## src/rtl/nibble_serial_pkg.sv

```systemverilog
// Shared types and constants for the nibble-serial add/subtract unit.
package nibble_serial_pkg;

    localparam int NIBBLE_W = 4;

    typedef enum logic [1:0] {
        IDLE = 2'd0,
        RUN  = 2'd1,
        DONE = 2'd2
    } state_t;

endpackage

```

## src/rtl/nibble_serial_addsub_rca.sv

```systemverilog
// Four-bit ripple-carry adder slice shared by every nibble pass.
module four_bit_RCA (
    input  logic [3:0] a,
    input  logic [3:0] b,
    input  logic       cin,
    output logic [3:0] s,
    output logic       cout
);

    logic [4:0] c;

    always_comb begin
        c[0] = cin;
        s    = 4'd0;
        for (int i = 0; i < 4; i++) begin
            s[i]   = a[i] ^ b[i] ^ c[i];
            c[i+1] = (a[i] & b[i]) | (c[i] & (a[i] ^ b[i]));
        end
        cout = c[4];
    end

endmodule

```

## src/rtl/nibble_serial_addsub.sv

```systemverilog
// WIDTH-bit add/subtract that reuses one 4-bit adder slice, LSB nibble first.
//   state | meaning
//   IDLE  | ready for operands
//   RUN   | one nibble per clock through the slice
//   DONE  | result and flags held until out_ready
module nibble_serial_addsub
    import nibble_serial_pkg::*;
#(
    parameter int WIDTH = 32
) (
    input  logic             clk,
    input  logic             rst_n,
    input  logic             in_valid,
    output logic             in_ready,
    input  logic [WIDTH-1:0] op_a,
    input  logic [WIDTH-1:0] op_b,
    input  logic             op_sub,
    output logic             out_valid,
    input  logic             out_ready,
    output logic [WIDTH-1:0] sum,
    output logic             carry_out,
    output logic             overflow,
    output logic             zero
);

    localparam int NIBBLES = WIDTH / NIBBLE_W;
    localparam int CNT_W   = $clog2(NIBBLES);
    localparam logic [CNT_W-1:0] LAST_CNT = CNT_W'(NIBBLES - 1);

    state_t             state_q, state_d;
    logic [CNT_W-1:0]   cnt_q, cnt_d;
    logic [WIDTH-1:0]   a_q, a_d;
    logic [WIDTH-1:0]   b_q, b_d;
    logic               carry_q, carry_d;
    logic [WIDTH-1:0]   sum_q, sum_d;
    logic               cout_q, cout_d;
    logic               ovf_q, ovf_d;
    logic               zero_q, zero_d;

    logic [NIBBLE_W-1:0] a_nib, b_nib, s_nib;
    logic                s_cout;

    four_bit_RCA u_slice (
        .a    (a_nib),
        .b    (b_nib),
        .cin  (carry_q),
        .s    (s_nib),
        .cout (s_cout)
    );

    always_comb begin
        a_nib = '0;
        b_nib = '0;
        for (int i = 0; i < NIBBLES; i++) begin
            if (cnt_q == CNT_W'(i)) begin
                a_nib = a_q[NIBBLE_W*i +: NIBBLE_W];
                b_nib = b_q[NIBBLE_W*i +: NIBBLE_W];
            end
        end
    end

    always_comb begin
        state_d = state_q;
        cnt_d   = cnt_q;
        a_d     = a_q;
        b_d     = b_q;
        carry_d = carry_q;
        sum_d   = sum_q;
        cout_d  = cout_q;
        ovf_d   = ovf_q;
        zero_d  = zero_q;

        case (state_q)
            IDLE: begin
                if (in_valid) begin
                    a_d     = op_a;
                    // Subtract is A + ~B + 1: the +1 enters as the first carry-in.
                    b_d     = op_sub ? ~op_b : op_b;
                    carry_d = op_sub;
                    cnt_d   = '0;
                    state_d = RUN;
                end
            end
            RUN: begin
                for (int i = 0; i < NIBBLES; i++) begin
                    if (cnt_q == CNT_W'(i)) begin
                        sum_d[NIBBLE_W*i +: NIBBLE_W] = s_nib;
                    end
                end
                carry_d = s_cout;
                cnt_d   = cnt_q + CNT_W'(1);
                if (cnt_q == LAST_CNT) begin
                    cout_d  = s_cout;
                    ovf_d   = (a_q[WIDTH-1] ~^ b_q[WIDTH-1]) & (s_nib[NIBBLE_W-1] ^ a_q[WIDTH-1]);
                    zero_d  = (sum_d == '0);
                    state_d = DONE;
                end
            end
            DONE: begin
                if (out_ready) begin
                    state_d = IDLE;
                end
            end
            default: state_d = IDLE;
        endcase
    end

    always_ff @(posedge clk) begin
        if (!rst_n) begin
            state_q <= IDLE;
            cnt_q   <= '0;
            a_q     <= '0;
            b_q     <= '0;
            carry_q <= 1'b0;
            sum_q   <= '0;
            cout_q  <= 1'b0;
            ovf_q   <= 1'b0;
            zero_q  <= 1'b0;
        end else begin
            state_q <= state_d;
            cnt_q   <= cnt_d;
            a_q     <= a_d;
            b_q     <= b_d;
            carry_q <= carry_d;
            sum_q   <= sum_d;
            cout_q  <= cout_d;
            ovf_q   <= ovf_d;
            zero_q  <= zero_d;
        end
    end

    assign in_ready  = rst_n & (state_q == IDLE);
    assign out_valid = (state_q == DONE);
    assign sum       = sum_q;
    assign carry_out = cout_q;
    assign overflow  = ovf_q;
    assign zero      = zero_q;

endmodule
```

## config.mk

```make
export PLATFORM = sky130hd
export DESIGN_NAME = nibble_serial_addsub
export DESIGN_NICKNAME = d
export VERILOG_FILES = /design/src/rtl/nibble_serial_pkg.sv /design/src/rtl/nibble_serial_addsub_rca.sv /design/src/rtl/nibble_serial_addsub.sv
export SDC_FILE = /design/constraint.sdc
export NUM_CORES = 1
export LEC_CHECK = 0
export ABC_CLOCK_PERIOD_IN_PS = 12390
export CORE_MARGIN = 2
export CORE_UTILIZATION = 25
export CTS_CLUSTER_DIAMETER = 150
export DETAILED_ROUTE_END_ITERATION = 8
export PLACE_DENSITY_LB_ADDON = 0.08
export SYNTH_ARGS = -nofsm -noshare
export SYNTH_HDL_FRONTEND = slang
export SYNTH_SLANG_ARGS = --single-unit
```

## constraint.sdc

```tcl
create_clock -name clk -period 12.39 [get_ports clk]
set_input_delay 2.478 -clock clk [delete_from_list [all_inputs] [get_ports clk]]
set_output_delay 2.478 -clock clk [all_outputs]
set_load 0.05 [all_outputs]
```

==> results.cfg <==
[place]
dp.cells = 978
hpwl_um = 10800
port_buffers = 105
gp_congestion = 0.766

[critical_path]
worstPathRequired_ns = 9.91
end_kind = output pin
critPathKind = in2out
cp.arrival_ns = 4.13
critical_path.slowest_cell = clkdlybuf4s50_1
crit_top_cell = clkdlybuf4s50_1
startpoint_type = input pin
cp_max_fo = 4
slowest_delay_ns = 0.86
worstPathCellList = clkdlybuf4s50_1 > inv_2 > nor3_1 > clkdlybuf4s50_1

[sta]
timing.final.max_slew_violations = 0
slew_headroom = 0.162
fin_crit_sh = 0.533
final.min_clock_period_ns = 6.61
hold_viol = 0
worst_hold_slack_ns = 0.462
skew_ns = 0.00691
timing.fmax_mhz = 151
rsz0062_at_grt = no
tightest_slew_ns = 1.25
setup_viol_count_final = 0
finalSetupTns_ns = 0

[power_and_ir_drop]
finalPower_w = 0.000796
p_per_area_nw_per_um2 = 121
leakage_nw = 2.29
irDropWorstVdd_mv = 0.0666

[clocking]
clk_path_buf_depth = 2
cts_tree = done
htreeDepth = 3
cts_setup_buffers = 0
hold_buffers = 0
clock_sinks = 105
clk_pin_slew_worst_paths_ns = 0.07
clockRootBuffer = clkbuf_16
ctsResizeCount = 0
clkLatencyLatePin_ns = 0.35
numCtsBuffers = 9

[routing]
via_per_inst = 4.57
drc = 0
first_iter_violations = 190
drt-total-wl_um = 15400
wl_per_cell_um = 15.5
num_vias = 4547
first_pass_iters = 4
final_antenna_net_count = 0

[finish]
final-instance-count-excl-fill = 994
area_growth_pct = 28.4
drive_gt1_frac = 0.0456
diodes = 0
nets = 798
nFillCells = 2210
utilization = 0.327

[synth]
yosys_warnings = 0
synthSimpleGateAreaFrac = 0.209
synth-main-ff-cell = dfxtp_1
yosysMostFrequentCell = nand2_1
synth_area_leaders = dfxtp_1, nand2_1, a21oi_1
synth_top_family_by_area = compound AO/OA/AOI/OAI gates
synth_top_cell_area_share = 0.409
yosys.cell_types.count = 50
synth_commonest_cells = nand2_1, dfxtp_1, a21oi_1, nor2_1, a211oi_1
synthCells = 652
synthArstFlopShare = 0
yosys.area.top_type = dfxtp_1
synth_edf_count = 0
synth_compound_area_frac = 0.221
synth-seq-cells = 105
synth_area_um2 = 5130
syn_nets = 731
synth_fa_ha_area_frac = 0.0302
yosysSeqAreaShare = 0.409
synth_xor_area_frac = 0.0546
muxShareOfSynthArea = 0.0214
avgSynthCellArea_um2 = 7.88

[hold_path]
hp-class = reg2reg

[outcome]
status = finished clean

[job]
maxCapViolCount = 0

[floorplanning]
initial_core_util = 0.255
fp.coreArea_um2 = 20200
fp.dieW_um = 147
fp.dieArea_um2 = 21700
io_pins = 106
row_count = 52
dieHeight_um = 147

[global_routing]
grt_pass1_vias = 4598
grt_pass1_wl_um = 24700
grt_max_degree = 104
grt_overflow = 0
antenna_found_initial = 0
grt.total_usage = 0.144
==> registers in the layout, summed over array words and instances, names as in the netlist <==
| name | flops |
|---|---|
| a_q | 32 |
| b_q | 32 |
| carry_out | 1 |
| carry_q | 1 |
| cnt_q | 3 |
| overflow | 1 |
| state_q | 2 |
| sum | 32 |
| zero | 1 |
==> path summary, 6_finish.rpt <==
kind / startpoint / endpoint / slack, ns / cells after the start
worst max-delay path: rst_n / in_ready / 5.78 / 4
worst max register to register: cnt_q[0] / zero / 7.02 / 16
worst min register to register: a_q[28] / a_q[28] / 0.46 / 2
worst min-delay path: a_q[28] / a_q[28] / 0.46 / 2
==> through the flow <==
step	cell area [um^2]	setup WS (ns)
after floorplan	5130	6.04
after global placement	6320	5.78
after detailed placement	6320	5.79
after CTS	6590	5.78
after global routing	6590	5.76
final	6590	5.78
==> routing by layer <==
| metal | track usage | vias to the layer above | wire length, um |
|---|---|---|---|
| li1 | - | 2360 | - |
| met1 | 0.189 | 2082 | 7300 |
| met2 | 0.237 | 90 | 7140 |
| met3 | 0.0385 | 15 | 678 |
| met4 | 0.0375 | 0 | 238 |
| met5 | 0 | - | 0 |
==> cells by family after synthesis <==
family,Yosys count
multiplexers,11
AO/OA/AOI/OAI,185
flip-flops,105
AND/OR/NAND/NOR,244
XOR/XNOR,32
adder cells (fa/ha/maj),10
buffers and inverters,65
==> placed cells by master (no fill, tap or decap), types with 9 or more instances in the layout <==
cell	Yosys	routed
nand3_1	11	11
nor2_1	76	76
clkbuf_16	0	9
inv_1	10	10
clkdlybuf4s50_1	0	104
nand2_1	114	114
dfxtp_1	105	105
xnor2_1	32	32
a21oi_1	85	85
o21ai_0	24	24
nand2b_1	11	11
a211oi_1	43	43
mux2i_1	11	11
==> cell type report <==
class                   count  area, um^2  share of cell area
clock inverters             2        12.5             0.00190
inverters                  11        41.3             0.00626
multi-input cells         482        2750               0.417
well taps                 270         338              0.0512
clock buffers              14         264              0.0400
repair buffers            110        1080               0.164
flip-flops and latches    105        2100               0.319
==> report_power, final <==
group | switching, W | total (W) | leakage [nW] | internal (W)
registers | 0.0000129 | 0.000369 | 0.860 | 0.000356
clock network | 0.000129 | 0.000276 | 0.133 | 0.000148
logic | 0.0000882 | 0.000151 | 1.30 | 0.0000629
==> worst max-delay path, delay by kind of cell <==
| kind | cells | cell delay [ns] |
|---|---|---|
| buf+inv | 3 | 1.44 |
| simple gates | 1 | 0.20 |
Note: power is estimated with default switching activity, not from simulation.
